[src/rtl/uart_rx_frame_ctrl_if.sv]
// Byte-in / payload-out / frame-status bundle for uart_rx_frame_ctrl.
// master = frame controller, slave = surrounding receiver and downstream sink.
interface uart_rx_frame_ctrl_if;
    logic [7:0] rx_data;
    logic       rx_ready;
    logic [7:0] m_data;
    logic       m_valid;
    logic       m_ready;
    logic       frame_ok;
    logic       frame_err;
    logic [1:0] err_code;
    logic       in_frame;

    modport master (
        input  rx_data, rx_ready, m_ready,
        output m_data, m_valid, frame_ok, frame_err, err_code, in_frame
    );

    modport slave (
        output rx_data, rx_ready, m_ready,
        input  m_data, m_valid, frame_ok, frame_err, err_code, in_frame
    );
endinterface

[src/rtl/uart_rx_frame_ctrl.sv]
// Sync-hunting, length-prefixed, XOR-checked frame parser feeding a commit/rollback payload FIFO.
// Optional inter-byte timeout (error code 3) is built only when UART_FRAME_TIMEOUT_EN is defined.
module uart_rx_frame_ctrl #(
    parameter int         DEPTH          = 16,
    parameter int         MAX_LEN        = 8,
    parameter logic [7:0] SYNC_BYTE      = 8'hA5,
    parameter int         TIMEOUT_CYCLES = 37500
) (
    input logic                  clk,
    input logic                  reset_n,
    uart_rx_frame_ctrl_if.master bus
);
    localparam int AW = $clog2(DEPTH);
    localparam int PW = AW + 1;

    typedef enum logic [1:0] {S_HUNT, S_LEN, S_PAYLOAD, S_CHECK} state_t;
    typedef enum logic [1:0] {E_LENGTH, E_CHECKSUM, E_OVERFLOW, E_TIMEOUT} err_t;

    logic          rx_ready_q;
    logic          byte_stb;
    logic [7:0]    byte_q;
    state_t        state, state_nxt;
    logic [7:0]    remain;
    logic [7:0]    xsum;
    logic [PW-1:0] wr_ptr, commit_ptr, rd_ptr, rd_nxt, used;
    logic [8:0]    free_space;
    logic [7:0]    mem [DEPTH];
    logic [7:0]    m_data_q;
    err_t          err_code_q, err_sel;
    logic          len_bad, len_ovf, chk_ok, timeout;
    logic          wr_en, rd_en, commit, rollback, frame_ok, frame_err;

    // Previous-value register resets high so a level already present at reset release is not a byte.
    // NOTE: sequential state uses non-blocking (<=) so every register samples pre-edge values.
    always_ff @(posedge clk or negedge reset_n) begin
        if (!reset_n) begin
            rx_ready_q <= 1'b1;
            byte_stb   <= 1'b0;
            byte_q     <= '0;
        end else begin
            rx_ready_q <= bus.rx_ready;
            byte_stb   <= bus.rx_ready & ~rx_ready_q;
            if (bus.rx_ready && !rx_ready_q) byte_q <= bus.rx_data;
        end
    end

    assign used       = wr_ptr - rd_ptr;
    assign free_space = 9'(DEPTH) - 9'(used);
    assign len_bad    = (byte_q == 8'd0) || (byte_q > 8'(MAX_LEN));
    assign len_ovf    = {1'b0, byte_q} > free_space;
    assign chk_ok     = (xsum == byte_q);

`ifdef UART_FRAME_TIMEOUT_EN
    logic [15:0] to_cnt;

    always_ff @(posedge clk or negedge reset_n) begin
        if (!reset_n)                       to_cnt <= '0;
        else if (byte_stb || state == S_HUNT) to_cnt <= '0;
        else                                to_cnt <= to_cnt + 16'd1;
    end

    // A byte arriving on the expiry cycle wins over the timeout.
    assign timeout = (state != S_HUNT) && !byte_stb && (to_cnt == 16'(TIMEOUT_CYCLES));
`else
    logic unused_timeout_cfg;
    assign unused_timeout_cfg = |16'(TIMEOUT_CYCLES);
    assign timeout = 1'b0;
`endif

    always_ff @(posedge clk or negedge reset_n) begin
        if (!reset_n) state <= S_HUNT;
        else          state <= state_nxt;
    end

    // NOTE: every combinational output gets a default first, so no path can infer a latch.
    always_comb begin
        state_nxt = state;
        if (timeout) begin
            state_nxt = S_HUNT;
        end else if (byte_stb) begin
            case (state)
                S_HUNT:    if (byte_q == SYNC_BYTE) state_nxt = S_LEN;
                S_LEN:     state_nxt = (len_bad || len_ovf) ? S_HUNT : S_PAYLOAD;
                S_PAYLOAD: if (remain == 8'd1) state_nxt = S_CHECK;
                S_CHECK:   state_nxt = S_HUNT;
                default:   state_nxt = S_HUNT;
            endcase
        end
    end

    always_comb begin
        frame_ok  = 1'b0;
        frame_err = 1'b0;
        wr_en     = 1'b0;
        commit    = 1'b0;
        rollback  = 1'b0;
        err_sel   = err_code_q;
        if (timeout) begin
            frame_err = 1'b1;
            rollback  = 1'b1;
            err_sel   = E_TIMEOUT;
        end else if (byte_stb) begin
            case (state)
                S_LEN: begin
                    if (len_bad) begin
                        frame_err = 1'b1;
                        rollback  = 1'b1;
                        err_sel   = E_LENGTH;
                    end else if (len_ovf) begin
                        frame_err = 1'b1;
                        rollback  = 1'b1;
                        err_sel   = E_OVERFLOW;
                    end
                end
                S_PAYLOAD: wr_en = 1'b1;
                S_CHECK: begin
                    if (chk_ok) begin
                        frame_ok = 1'b1;
                        commit   = 1'b1;
                    end else begin
                        frame_err = 1'b1;
                        rollback  = 1'b1;
                        err_sel   = E_CHECKSUM;
                    end
                end
                default: ;
            endcase
        end
    end

    // Reads stop at commit_ptr, so rollback of the tentative region never disturbs a read.
    assign rd_en  = (rd_ptr != commit_ptr) && bus.m_ready;
    assign rd_nxt = rd_ptr + {{(PW-1){1'b0}}, rd_en};

    always_ff @(posedge clk or negedge reset_n) begin
        if (!reset_n) begin
            remain     <= '0;
            xsum       <= '0;
            wr_ptr     <= '0;
            commit_ptr <= '0;
            rd_ptr     <= '0;
            err_code_q <= E_LENGTH;
            m_data_q   <= '0;
        end else begin
            if (byte_stb && state == S_LEN) begin
                remain <= byte_q;
                xsum   <= byte_q;
            end
            if (wr_en) begin
                remain <= remain - 8'd1;
                xsum   <= xsum ^ byte_q;
            end
            if (rollback)   wr_ptr <= commit_ptr;
            else if (wr_en) wr_ptr <= wr_ptr + {{(PW-1){1'b0}}, 1'b1};
            if (commit)     commit_ptr <= wr_ptr;
            if (frame_err)  err_code_q <= err_sel;
            rd_ptr   <= rd_nxt;
            m_data_q <= mem[rd_nxt[AW-1:0]];
        end
    end

    // NOTE: the payload array is deliberately not reset; the pointers alone define what is valid.
    always_ff @(posedge clk) begin
        if (wr_en) mem[wr_ptr[AW-1:0]] <= byte_q;
    end

    assign bus.m_data    = m_data_q;
    assign bus.m_valid   = (rd_ptr != commit_ptr);
    assign bus.frame_ok  = frame_ok;
    assign bus.frame_err = frame_err;
    assign bus.err_code  = err_code_q;
    assign bus.in_frame  = (state != S_HUNT);
endmodule

[src/flat_wrapper.sv]
// flat-port wrapper written by rule: the top's interface ports become plain ports
module uart_rx_frame_ctrl_flat 
#(
    parameter int         DEPTH          = 16,
    parameter int         MAX_LEN        = 8,
    parameter logic [7:0] SYNC_BYTE      = 8'hA5,
    parameter int         TIMEOUT_CYCLES = 37500
)
  (clk, reset_n, bus_rx_data, bus_rx_ready, bus_m_ready, bus_m_data, bus_m_valid, bus_frame_ok, bus_frame_err, bus_err_code, bus_in_frame);
  uart_rx_frame_ctrl_if bus_i ();
  input logic clk;
  input logic reset_n;
  input wire logic [$bits(bus_i.rx_data)-1:0] bus_rx_data;
  input wire logic [$bits(bus_i.rx_ready)-1:0] bus_rx_ready;
  input wire logic [$bits(bus_i.m_ready)-1:0] bus_m_ready;
  output wire logic [$bits(bus_i.m_data)-1:0] bus_m_data;
  output wire logic [$bits(bus_i.m_valid)-1:0] bus_m_valid;
  output wire logic [$bits(bus_i.frame_ok)-1:0] bus_frame_ok;
  output wire logic [$bits(bus_i.frame_err)-1:0] bus_frame_err;
  output wire logic [$bits(bus_i.err_code)-1:0] bus_err_code;
  output wire logic [$bits(bus_i.in_frame)-1:0] bus_in_frame;
  assign bus_i.rx_data = bus_rx_data;
  assign bus_i.rx_ready = bus_rx_ready;
  assign bus_i.m_ready = bus_m_ready;
  assign bus_m_data = bus_i.m_data;
  assign bus_m_valid = bus_i.m_valid;
  assign bus_frame_ok = bus_i.frame_ok;
  assign bus_frame_err = bus_i.frame_err;
  assign bus_err_code = bus_i.err_code;
  assign bus_in_frame = bus_i.in_frame;
  uart_rx_frame_ctrl #(.DEPTH(DEPTH), .MAX_LEN(MAX_LEN), .SYNC_BYTE(SYNC_BYTE), .TIMEOUT_CYCLES(TIMEOUT_CYCLES)) u_core (.clk(clk), .reset_n(reset_n), .bus(bus_i));
endmodule
[config.mk]
export PLATFORM = sky130hd
export DESIGN_NAME = uart_rx_frame_ctrl_flat
export DESIGN_NICKNAME = d
export VERILOG_FILES = /design/src/rtl/uart_rx_frame_ctrl_if.sv /design/src/rtl/uart_rx_frame_ctrl.sv /design/src/flat_wrapper.sv
export SDC_FILE = /design/constraint.sdc
export NUM_CORES = 1
export LEC_CHECK = 0
export ABC_AREA = 0
export CAP_MARGIN = 20
export CELL_PAD_IN_SITES_DETAIL_PLACEMENT = 0
export CELL_PAD_IN_SITES_GLOBAL_PLACEMENT = 2
export CORE_ASPECT_RATIO = 1.4
export CORE_MARGIN = 2
export CORE_UTILIZATION = 30
export DETAILED_ROUTE_END_ITERATION = 8
export PLACE_DENSITY_LB_ADDON = 0.12
export RECOVER_POWER = 50
export SYNTH_ARGS = -nofsm -noshare
export SYNTH_HDL_FRONTEND = slang
export SYNTH_SLANG_ARGS = --single-unit
[constraint.sdc]
create_clock -name clk -period 4.6 [get_ports clk]
set_input_delay 0.92 -clock clk [delete_from_list [all_inputs] [get_ports clk]]
set_output_delay 0.92 -clock clk [all_outputs]
set_load 0.005 [all_outputs]
* Word-level counts from Yosys, hierarchy flattened
Memories as Yosys holds them, arrays and structs flattened. A register that Yosys moved wholly into a read port is not among the register bits. Index checks and enable logic that the tools add are counted.
Word-level totals: register bits after elaboration 45, bits in writable memories 128, output and inout bits 14, word-level logic and storage cells 72, memories 1
Memory list:
- u_core.mem | words 16, bits a word 8, read ports 1, clocked after memory_dff 1, wr ports 1, RTL line uart_rx_frame_ctrl.sv:27 | logic [7:0] mem [DEPTH];
Cells by class: add/sub/neg operators 5, $lt $le $gt $ge 2, equality and inequality tests 11, mux-type cells 25, bitwise logic cells 3, reductions and logical operators 15
Operators by type and width (number):
- 8-bit 2-to-1 mux | 3
- 2-bit 2-to-1 mux | 6
- 1-bit 2-to-1 mux | 11
- 5-bit 2-to-1 mux | 2
- 8-bit by 9-bit greater-than comparator with 1-bit output | 1
- 8-bit by 1-bit equality test with 1-bit output (second input constant) | 1
- 8-bit equality test | 1
- 8-bit equality test (second input constant) | 1
- 8-bit by 4-bit greater-than comparator with 1-bit output (second input constant) | 1
- 8-bit logical NOT | 1
- 2-bit one-hot mux with 4 select lines | 1
- 2-bit nonzero test | 4
- 8-bit by 1-bit subtractor with 8-bit output (second input constant) | 1
- 8-bit XOR | 1
- 5-bit by 5-bit subtractor with 6-bit output (first input constant) | 1
- 5-bit by 1-bit adder with 5-bit output | 1
- 5-bit by 1-bit adder with 5-bit output (second input constant) | 1
- 5-bit inequality test | 1
- 5-bit AND reduction | 1
- 5-bit subtractor | 1
- 2-bit equality test (second input constant) | 2
- 2-bit by 1-bit inequality test with 1-bit output (second input constant) | 2
- 2-bit one-hot mux with 2 select lines | 1
- 1-bit logical AND | 3
- 10 further kinds | 12

* Logic depth before layout (Yosys ltp)
Gate-level depths: netlist (run 1).
depth after elaboration 8, depth in mapped cells 15, depth with buffers taken out 15

* Worst setup path after synthesis (run 1)
No wires, ideal clock.
kind reg2out, start reg u_core.wr_ptr[0], end out bus_frame_err, arrival 3.031 ns, slack 0.649 ns, stages on the path, launching flop included 15, path buffers 0, path through dfrtp_1 inv_1 ha_1 fa_1 nand2b_1 a21oi_1 xnor2_1 o21a_1 inv_1 ha_1 a21o_1 a211oi_1 o211ai_2 o211ai_4 inv_2
On the way: word-level cells in the longest chain between the ends 7
RTL lines:
- start: declaration | RTL line uart_rx_frame_ctrl.sv:25 | logic [PW-1:0] wr_ptr, commit_ptr, rd_ptr, rd_nxt, used;
- start signal: assignment | RTL line uart_rx_frame_ctrl.sv:153 | if (rollback) wr_ptr <= commit_ptr;
- start signal: assignment | RTL line uart_rx_frame_ctrl.sv:154 | else if (wr_en) wr_ptr <= wr_ptr + {{(PW-1){1'b0}}, 1'b1};
- 5-bit subtractor | RTL line uart_rx_frame_ctrl.sv:47 | assign used = wr_ptr - rd_ptr;
- 5-bit by 5-bit subtractor with 6-bit output | RTL line uart_rx_frame_ctrl.sv:48 | assign free_space = 9'(DEPTH) - 9'(used);
- 8-bit by 9-bit greater-than comparator with 1-bit output | RTL line uart_rx_frame_ctrl.sv:50 | assign len_ovf = {1'b0, byte_q} > free_space;
- 1-bit 2-to-1 mux | RTL line uart_rx_frame_ctrl.sv:109 | end else if (len_ovf) begin
- 1-bit 2-to-1 mux | RTL line uart_rx_frame_ctrl.sv:105 | if (len_bad) begin
- 1-bit one-hot mux with 2 select lines | RTL line uart_rx_frame_ctrl.sv:103 | case (state)
- 1-bit 2-to-1 mux | RTL line uart_rx_frame_ctrl.sv:102 | end else if (byte_stb) begin
- end: declaration | RTL line flat_wrapper.sv:19 | output wire logic [$bits(bus_i.frame_err)-1:0] bus_frame_err;
Every way passes these cells.

* Worst setup path in the final report (run 1)
Same ends and word-level chain as after synthesis.

==> flow_summary.json, run 1 <==
{
  "status": "finished, violations left",
  "violations": "capacitance limit, slew limit",
  "rrSetupSlack_ns": 1.23,
  "synth_area_leaders": "edfxtp_1, dfrtp_1, mux4_2",
  "cts_buffers": 17,
  "rr_endpoint": "u_core.bus.m_data[4]$_DFF_PN0_",
  "initial_utilization": 0.305,
  "netlist.area_leader.share": 0.482,
  "gp_congestion": 0.771,
  "required_ns": 3.68,
  "std_cell_rows": 70,
  "overflow": 0,
  "postRouteWirelength_mm": 19.2,
  "p_int_mw": 3.69,
  "grt_start_max_net_pins": 31,
  "layout-drive-gt1-share": 0.226,
  "clock_latency_ns": 0.43,
  "viasPerCell": 4.85,
  "avgSynthCellArea_sq_um": 16.0,
  "grt_pass1_vias": 4580,
  "crit_arrival_ns": 3.27,
  "crit_path_end_kind": "primary output",
  "slew_headroom": -0.112,
  "ys_seq_area_frac": 0.649,
  "antenna_found_initial": 0,
  "crit_fanout": 4,
  "clock_sinks": 181,
  "gr-usage-all-layers": 0.147,
  "yosys.area.top_type": "edfxtp_1",
  "diodes": 0,
  "place_hpwl_mm": 13.2,
  "core_region_area_sq_mm": 0.0261,
  "ys_async_sr_fraction": 0.293,
  "min_from": "u_core.remain[6]$_DFFE_PN0P_",
  "fin_nets": 575,
  "worst_clock_skew_ns": 0.00871,
  "tightest_slew_ns": 1.67,
  "synth_warnings": 0,
  "p_switching_mw": 1.62,
  "vias": 4250,
  "hold_path_end": "u_core.remain[6]$_DFFE_PN0P_",
  "die-area_sq_mm": 0.0279,
  "final_util": 0.358,
  "max_cap_violations": 2,
  "final_max_slew_viol_count": 56,
  "drc": 0,
  "fp.dieH_um": 197,
  "p_sw_frac": 0.305,
  "synth_ff_type": "edfxtp_1",
  "r2r_start": "u_core.rd_ptr[0]$_DFF_PN0_",
  "setup_viol": 0,
  "finalSetupTns_ns": 0,
  "startpoint_type": "flip-flop",
  "synth_edf_count": 128,
  "critPathKind": "reg -> out",
  "power_density_mw_per_mm2": 568,
  "cp_slowest_stage_delay_ns": 0.39,
  "cts_tree": "yes",
  "clkPwrFrac": 0.286,
  "ys_types": 56,
  "grt_first_pass_wirelength_mm": 29.3,
  "root_buffer": "clkbuf_16",
  "worst_path_most_repeated_cell": "inv_1",
  "worstHoldPathType": "reg -> reg",
  "postLayoutCellArea_sq_mm": 0.00934,
  "seqPwrFrac": 0.374,
  "drtIter0Drc": 238,
  "dpl_cell_area_sq_mm": 0.00865,
  "wl_per_cell_um": 21.9,
  "h-tree-depth": 4,
  "firstDrtPassIters": 4,
  "netlist_instances": 497,
  "cts.path.max_buffers": 2,
  "die_w_um": 142,
  "synth_fp_nets": 532,
  "finalCriticalPeriod_ns": 4.19,
  "fmax_ghz": 0.239,
  "hold_depth": 2,
  "pre_cts_ws_ns": 0.142,
  "ant_nets": 0,
  "io_buffer_count": 25,
  "period_share": 0.911,
  "top_level_ports": 26,
  "reg2reg_depth": 9,
  "fin_ws_ns": 0.408,
  "crit_chain": "inv_1, ha_2, fa_2, nand2b_4, a21oi_4, xnor2_2, o21a_1, inv_1, ha_4, a21o_1, a211oi_2, o211ai_2, o211ai_4, inv_2, dlymetal6s2s_1",
  "leakagePower_nw": 3.36,
  "area_delta_synth_final_pct": 17.2,
  "p_comb_frac": 0.341,
  "ir_drop_uv": 281,
  "cts.reportedPaths.clkPinSlew_ns": 0.07,
  "hold_violations": 0,
  "ys_seq_elements": 181,
  "rsz0062_at_grt": "false",
  "netlist_area_sq_mm": 0.00797,
  "cp_slowest_cell": "fa_2"
}
sequential cells by signal (all words and copies together) (netlist names), named ones only:
signal / cells
u_core.byte_q: 8
u_core.bus.m_data: 8
u_core.rd_ptr: 5
u_core.wr_ptr: 5
u_core.commit_ptr: 5
u_core.xsum: 8
u_core.state: 1
u_core.mem: 128
u_core.remain: 8
u_core.bus.err_code: 2
u_core.rx_ready_q: 1
u_core.byte_stb: 1
cells in the mapped netlist (2+ instances only):
library cell / instances
nor3_1: 6
and3_1: 2
xor2_1: 6
o21ai_0: 17
nand3b_1: 2
mux2_4: 6
mux2_1: 4
nand4b_1: 2
buf_2: 7
a21oi_1: 27
o21ai_1: 7
nand2_1: 16
dfrtp_1: 52
and2_1: 20
edfxtp_1: 128
inv_1: 16
mux2i_1: 2
o31ai_1: 2
ha_1: 22
mux4_2: 40
mux2_2: 7
nand4_1: 5
nand3_1: 15
xnor2_1: 20
clkbuf_1: 15
a211oi_1: 2
a22oi_1: 2
buf_6: 2
nor2_1: 18
through the flow:
step	hold WS (ns)	cells	total power, mW
4_1_cts	0.520	874	5.36
3_5_place_dp	0.500	839	3.77
5_1_grt	0.536	877	5.61
3_3_place_gp	0.500	839	3.76
6_report	0.519	877	5.31
2_1_floorplan	0.473	497	3.17
layout by cell type (no fill, tap or decap), drive strengths merged, types with 6 or more instances in the layout:
cell / Yosys / layout
buf: 12 / 16
clkinv: 0 / 7
nand4: 6 / 6
edfxtp: 128 / 128
nor2: 19 / 19
a21oi: 27 / 27
dfrtp: 52 / 52
nor3: 6 / 6
xnor2: 21 / 21
ha: 22 / 22
nand2: 16 / 16
clkdlybuf4s50: 0 / 22
nand3: 15 / 15
mux4: 40 / 40
and2: 20 / 20
o21ai: 24 / 24
mux2: 17 / 17
clkbuf: 15 / 29
xor2: 7 / 7
inv: 17 / 21
power groups by stage:
stage / sequential [mW] / combinational [mW] / clock, mW
2_1_floorplan: 1.99 / 1.18 / 0
3_3_place_gp: 2.01 / 1.75 / 0
3_5_place_dp: 2.02 / 1.75 / 0
4_1_cts: 1.98 / 1.81 / 1.56
5_1_grt: 2.00 / 1.99 / 1.62
6_report: 1.98 / 1.81 / 1.51
kinds of logic (layout without fill, tap and decap cells):
family,Yosys count,in the layout,synth area share
multiplexers,59,59,0.142
XOR/XNOR,28,28,0.0327
AND/OR/NAND/NOR,95,95,0.0631
adder cells (fa/ha/maj),23,23,0.0370
AO/OA/AOI/OAI,67,67,0.0504
flip-flops,181,181,0.649
buffers and inverters,44,100,0.0256
worst max path at each step:
stage	start	endpoint	slack, ns	depth (start not counted)
2_1_floorplan	u_core.wr_ptr[0]$_DFFE_PN0P_	bus_frame_err	0.65	14
3_3_place_gp	u_core.rd_ptr[0]$_DFF_PN0_	bus_frame_err	0.23	14
3_5_place_dp	u_core.rd_ptr[0]$_DFF_PN0_	bus_frame_err	0.14	15
4_1_cts	u_core.rd_ptr[0]$_DFF_PN0_	bus_frame_err	0.03	15
5_1_grt	u_core.wr_ptr[0]$_DFFE_PN0P_	bus_frame_err	0.19	16
6_report	u_core.wr_ptr[0]$_DFFE_PN0P_	bus_frame_err	0.41	15
final cells by class:
type,count,area [sq um]
inverter,17,63.8
clock inverter,14,173
sequential,181,5170
fill,2494,16800
timing repair buffer,51,417
clock buffer,18,439
tap,324,405
multi-input combinational,272,2670
what timing repair did:
| item | CTS | global route |
|---|---|---|
| setup buffers | 3 | 2 |
| endpoints found under the setup margin | 1 | 1 |
| resized for setup | 5 | 9 |
| pin swaps | 4 | 6 |
| hold buffers | 0 | 0 |
critical path: cells and delay by family (launching register included):
family | cells | cell delay [ns]
AOI/OAI and AO/OA | 6 | 1.02
adders and majority gates | 3 | 0.82
buffers and inverters | 4 | 0.35
DFF | 1 | 0.34
and+or+nand+nor | 1 | 0.16
xor gates and xnor gates | 1 | 0.14
per-layer routing:
layer,GRT usage,up-vias,wire length [um]
met5,0,-,0
met1,0.168,2209,7780
met4,0.0522,0,378
met3,0.0296,22,411
li1,-,1972,-
met2,0.270,47,10600
No activity file was read; power rests on OpenSTA's default activity.
==> inputs of run 2 (changes only) <==
--- a/config.mk
+++ b/config.mk
@@ -12,7 +12,9 @@
 export CORE_ASPECT_RATIO = 1.4
 export CORE_MARGIN = 2
 export CORE_UTILIZATION = 30
+export CTS_CLUSTER_DIAMETER = 150
 export DETAILED_ROUTE_END_ITERATION = 8
+export GPL_TIMING_DRIVEN = 0
 export PLACE_DENSITY_LB_ADDON = 0.12
 export RECOVER_POWER = 50
 export SYNTH_ARGS = -nofsm -noshare
==> flow_summary.json, run 2 (same netlist as run 1, synthesis figures left out) <==
{
  "status": "finished, violations left",
  "violations": "capacitance limit, slew limit",
  "h-tree-depth": 4,
  "viasPerCell": 4.84,
  "crit_arrival_ns": 3.30,
  "hold_depth": 2,
  "tightest_slew_ns": 3.33,
  "crit_family": "compound AO/OA/AOI/OAI gates",
  "required_ns": 3.68,
  "place_hpwl_mm": 13.1,
  "crit_fanout": 5,
  "root_buffer": "clkbuf_16",
  "io_buffer_count": 25,
  "cp_slowest_stage_delay_ns": 0.47,
  "power_density_mw_per_mm2": 564,
  "cts.reportedPaths.clkPinSlew_ns": 0.07,
  "final_max_slew_viol_count": 54,
  "worstHoldPathType": "reg -> reg",
  "critPathKind": "reg -> out",
  "layout-drive-gt1-share": 0.239,
  "grt_pass1_vias": 4851,
  "drc": 0,
  "grt_first_pass_wirelength_mm": 29.7,
  "fin_ws_ns": 0.382,
  "setup_viol": 0,
  "cts.path.max_buffers": 2,
  "postRouteWirelength_mm": 19.4,
  "final_common_cell": "edfxtp_1",
  "ant_nets": 0,
  "crit_chain": "inv_1, ha_2, a21oi_1, o21ai_1, xor2_1, buf_4, xnor2_1, ha_1, o21ai_0, nor3_2, a211oi_2, o211ai_2, o211ai_4, inv_2, dlymetal6s2s_1",
  "firstDrtPassIters": 4,
  "final_cell_count_no_fill": 889,
  "pre_cts_ws_ns": -0.246,
  "vias": 4299,
  "crit_path_end_kind": "primary output",
  "gp_congestion": 0.755,
  "fp.dieH_um": 197,
  "slew_headroom": -1.22,
  "drtIter0Drc": 183,
  "hold_path_end": "u_core.remain[6]$_DFFE_PN0P_",
  "period_share": 0.917,
  "initial_utilization": 0.305,
  "cts_tree": "yes",
  "largest_reg_flops": 128,
  "leakagePower_nw": 3.41,
  "min_from": "u_core.remain[6]$_DFFE_PN0P_",
  "overflow": 0,
  "wl_met2_mm": 11.0,
  "wirelength_met1_mm": 7.77,
  "diodes": 0,
  "crit_buf_inv": 4,
  "die_w_um": 142,
  "area_delta_synth_final_pct": 17.9,
  "die-area_sq_mm": 0.0279,
  "rr_endpoint": "u_core.bus.m_data[6]$_DFF_PN0_",
  "clock_latency_ns": 0.44,
  "clock_sinks": 181,
  "antenna_found_initial": 0,
  "cp_slowest_cell": "dfrtp_2",
  "r2r_start": "u_core.rd_ptr[0]$_DFF_PN0_",
  "top_level_ports": 26,
  "worst_clock_skew_ns": 0.0103,
  "rrSetupSlack_ns": 0.91,
  "p_total_mw": 5.30,
  "startpoint_type": "flip-flop",
  "postCtsHoldBufs": 0,
  "core_region_area_sq_mm": 0.0261,
  "max_cap_violations": 1,
  "fmax_ghz": 0.237,
  "wl_met3_um": 457,
  "final_cell_mix": "edfxtp_1, dfrtp_1, mux4_2",
  "reg2reg_depth": 11,
  "std_cell_rows": 70,
  "cts_buffers": 17,
  "hold_violations": 0,
  "fin_nets": 587,
  "highest_layer": "met4",
  "finalCriticalPeriod_ns": 4.22,
  "wl_per_cell_um": 21.9,
  "place_inst": 847,
  "rsz0062_at_grt": "false",
  "gr-usage-all-layers": 0.148,
  "ir_drop_uv": 289,
  "grt_start_max_net_pins": 54
}
==> run 2: cell count changes in the layout (fill, tap and decap cells not counted), moves of 2 or more <==
| cell | previous run | this run |
|---|---|---|
| clkbuf_1 | 11 | 19 |
| buf_2 | 0 | 7 |
| ha_2 | 3 | 1 |
| inv_2 | 1 | 3 |
| inv_1 | 16 | 14 |
| dfrtp_1 | 51 | 48 |
| clkinvlp_4 | 0 | 2 |
| clkinv_2 | 3 | 0 |
| buf_4 | 15 | 12 |
| buf_6 | 0 | 2 |
| dfrtp_2 | 1 | 4 |
==> run 2: metrics by stage <==
| step | utilization | cell area (sq um) | TNS (ns) | hold slack (ns) |
|---|---|---|---|---|
| 2_1_floorplan | - | 7970 | 0 | 0.473 |
| 3_3_place_gp | 0.330 | 8630 | -0.189 | 0.491 |
| 3_5_place_dp | 0.331 | 8630 | -0.246 | 0.497 |
| 4_1_cts | 0.359 | 9360 | 0 | 0.512 |
| 5_1_grt | 0.360 | 9400 | 0 | 0.542 |
| 6_report | 0.360 | 9400 | 0 | 0.517 |
==> run 2: worst max-delay path by stage <==
stage | slack (ns) | depth (start not counted) | from | endpoint
2_1_floorplan | 0.65 | 14 | u_core.wr_ptr[0]$_DFFE_PN0P_ | bus_frame_err
6_report | 0.38 | 15 | u_core.rd_ptr[2]$_DFF_PN0_ | bus_frame_err
3_5_place_dp | -0.25 | 16 | u_core.wr_ptr[0]$_DFFE_PN0P_ | bus_frame_err
5_1_grt | 0.13 | 1 | reset_n | u_core.wr_ptr[2]$_DFFE_PN0P_
3_3_place_gp | -0.19 | 16 | u_core.wr_ptr[0]$_DFFE_PN0P_ | bus_frame_err
4_1_cts | 0.02 | 15 | u_core.rd_ptr[0]$_DFF_PN0_ | bus_frame_err
==> run 2: timing repair <==
| item | 4_1_cts | 5_1_grt |
|---|---|---|
| pin swaps | 9 | 4 |
| endpoints found under the setup margin | 1 | 1 |
| buffers inserted | 6 | 4 |
| gates resized for setup | 18 | 4 |
==> run 2: power by group <==
| part | internal, mW | switching (mW) | leakage, nW |
|---|---|---|---|
| clock network | 0.844 | 0.657 | 0.289 |
| registers | 1.88 | 0.127 | 1.83 |
| logic | 0.940 | 0.856 | 1.29 |
==> run 2: per-layer routing <==
metal | up-vias | track usage
li1 | 1994 | -
met1 | 2235 | 0.168
met2 | 54 | 0.279
met3 | 16 | 0.0262
met4 | 0 | 0.0444
met5 | - | 0
==> run 2: cell type report <==
type                       count  area (sq um)
buffer                        27           140
multi-input combinational    272          2680
timing repair buffer          36           329
fill                        2491         16700
inverter                      17          63.8
clock buffer                  21           460
tap                          324           405
sequential                   181          5180
clock inverter                11           141
==> run 2: worst reg2reg max path, delay by kind of cell (launching register included) <==
kind / cells / cell delay (ns)
AND/OR/NAND/NOR: 3 / 0.53
multiplexers: 2 / 0.92
flip-flops: 1 / 0.44
buffers and inverters: 3 / 0.93
adder cells (fa/ha/maj): 2 / 0.62
XOR/XNOR: 1 / 0.13
==> inputs of run 3 (changes only) <==
--- a/config.mk
+++ b/config.mk
@@ -12,8 +12,8 @@
 export CORE_ASPECT_RATIO = 1.4
 export CORE_MARGIN = 2
 export CORE_UTILIZATION = 30
-export CTS_CLUSTER_DIAMETER = 150
 export DETAILED_ROUTE_END_ITERATION = 8
+export GPL_ROUTABILITY_DRIVEN = 1
 export GPL_TIMING_DRIVEN = 0
 export PLACE_DENSITY_LB_ADDON = 0.12
 export RECOVER_POWER = 50
==> results of run 3 <==
No change in the layout: final DEF, timing and power equal those of run 2.
==> patch: new RTL, flow settings as in run 3 <==
Encoding of `state_t`: now one-hot (4 bits for 4 states).
--- a/src/rtl/uart_rx_frame_ctrl.sv
+++ b/src/rtl/uart_rx_frame_ctrl.sv
@@ -14,5 +14,5 @@
     localparam int PW = AW + 1;
 
-    typedef enum logic [1:0] {S_HUNT, S_LEN, S_PAYLOAD, S_CHECK} state_t;
+    typedef enum logic [3:0] {S_HUNT = 4'b0001, S_LEN = 4'b0010, S_PAYLOAD = 4'b0100, S_CHECK = 4'b1000} state_t;
     typedef enum logic [1:0] {E_LENGTH, E_CHECKSUM, E_OVERFLOW, E_TIMEOUT} err_t;
 
Formal check against the unedited RTL: same outputs for any inputs over 10 cycles, from zero or initial values and one cycle with reset_n low; not proved beyond that.
==> patch against run 3 <==
The flow finishes with violations (capacitance limit, slew limit, setup timing). Synthesized cell count up 4.4%. Setup slack got worse by 400 ps. Routed wire length is 6.3% higher. Sequential power grew 7%. Sequential cell count rose by 2. Power is 11% higher. Clock skew is 2.2 ps lower. Synthesized area rose by 0.74%. Combinational power up 32%. Global-route usage increased by 0.87 points. Final area is 2.6% higher. Critical endpoint unchanged. Largest cell class unchanged.
==> patch: results (changes against run 3) <==
status: "finished with violations"
violations: "capacitance limit, slew limit, setup timing"
maxCapViolCount: 1  # unchanged
totalWireLength_um: 20650  # +6.3%
grt_pass1_vias: 5014  # +3.4%
dr.first_iter.drc_count: 204  # +11%
p_per_area_nw_per_um2: 610.9  # +8.3%
synthMuxAreaShare: 0.1332  # -0.009146
crit_fanout: 3  # -2
dpl.hpwl_um: 13840  # +6.0%
ys_types: 55  # -1.8%
grt_max_degree: 56  # +3.7%
cpMaxStageDelayCell: "fa_2"
synth_compound_area_frac: 0.05579  # +0.005397
synth_area_leaders: "edfxtp_1 (48%), dfrtp_1 (17%), mux4_2 (11%)"
avgViaCountPerCell: 4.994  # +3.3%
r2r-end: "u_core.wr_ptr[4]"
fin_ws_ps: -21.65  # -403.8 ps
synthAdderAreaFrac: 0.03678  # -0.0002714
gr-usage-all-layers: 0.1563  # +0.008658
ys_seq_area_frac: 0.6505  # +0.001637
rr_worst_depth: 20  # +9
ys_async_sr_fraction: 0.3005  # +0.007729
synthTopCellsByCount: "edfxtp_1 (128), dfrtp_1 (53), nand2_1 (45), mux4_2 (40), nor2_1 (29)"
finalSetupTns_ps: -21.65  # -21.65 ps
drv_slew: 56  # +3.7%
synth-xor-area-share: 0.02712  # -0.005538
nets: 626  # +6.6%
grt_pass1_wl_um: 31600  # +6.3%
arrival_ps: 3700  # +400 ps
max-slew-margin-rel: -1.294  # -0.07187
setup_viol: 1  # +1
postPlaceCellArea_um2: 8735  # +1.2%
slowest_delay_ps: 610  # +140 ps
p_leak_nw: 3.367  # -1.1%
cp_top_family: "simple AND/OR/NAND/NOR gates"
drive_gt1_frac: 0.2583  # +0.01934
gp_congestion: 0.7820  # +3.6%
ir_drop_mv: 0.2735  # -5.4%
fin_skew_ps: 8.053  # -2.204 ps
p_int_w: 0.003876  # +5.9%
min_from: "u_core.bus.err_code[1]"
comb-power_w: 0.00238  # +32%
seqPwrFrac: 0.364  # -0.014
[patch: worst min-delay path by stage]
stage	to	slack, ps
finish	u_core.bus.err_code[1]	510
global route	u_core.bus.err_code[0]	550
CTS	u_core.bus.err_code[1]	510
detailed placement	u_core.bus.err_code[1]	480
global placement	u_core.bus.err_code[1]	490
floorplan	u_core.remain[6]	450
[patch: cells by family after synthesis]
kind of cell    count (synthesis)
mux                            55
buf+inv                        40
fa+ha+maj                      23
xor+xnor                       24
simple gates                  126
compound gates                 68
flops                         183
[patch: metrics by stage]
step / std cells / setup WS [ps] / hold slack [ps]
after detailed placement: 873 / -837.9 / 482.2
after global routing: 928 / -164.6 / 545.5
final: 928 / -21.65 / 511.0
after global placement: 868 / -817.4 / 489.3
after CTS: 929 / -107.8 / 513.0
after floorplan: 519 / 408.1 / 450.0
[patch: timing repair]
item	in CTS	in global routing
hold buffers	0	0
pin swaps	11	15
setup endpoints to repair	2	6
resized for setup	31	19
gates cloned	0	0
buffers inserted	24	3
[patch: cell type report]
class                           instances  area (um2)  area share
Clock inverter                         12       96.34    0.009994
Inverter                               17       68.82    0.007138
Multi-Input combinational cell        296        2843      0.2949
Timing Repair Buffer                   53       462.9     0.04802
Buffer                                 23       88.84    0.009215
Sequential cell                       183        5229      0.5424
Tap cell                              324       405.4     0.04205
Clock buffer                           20       446.7     0.04633
[patch: routing by layer]
| metal | share of wire | track usage |
|---|---|---|
| met5 | 0 | 0 |
| met3 | 0.020 | 0.02836 |
| met4 | 0.015 | 0.04963 |
| met1 | 0.40 | 0.1789 |
| met2 | 0.56 | 0.2922 |
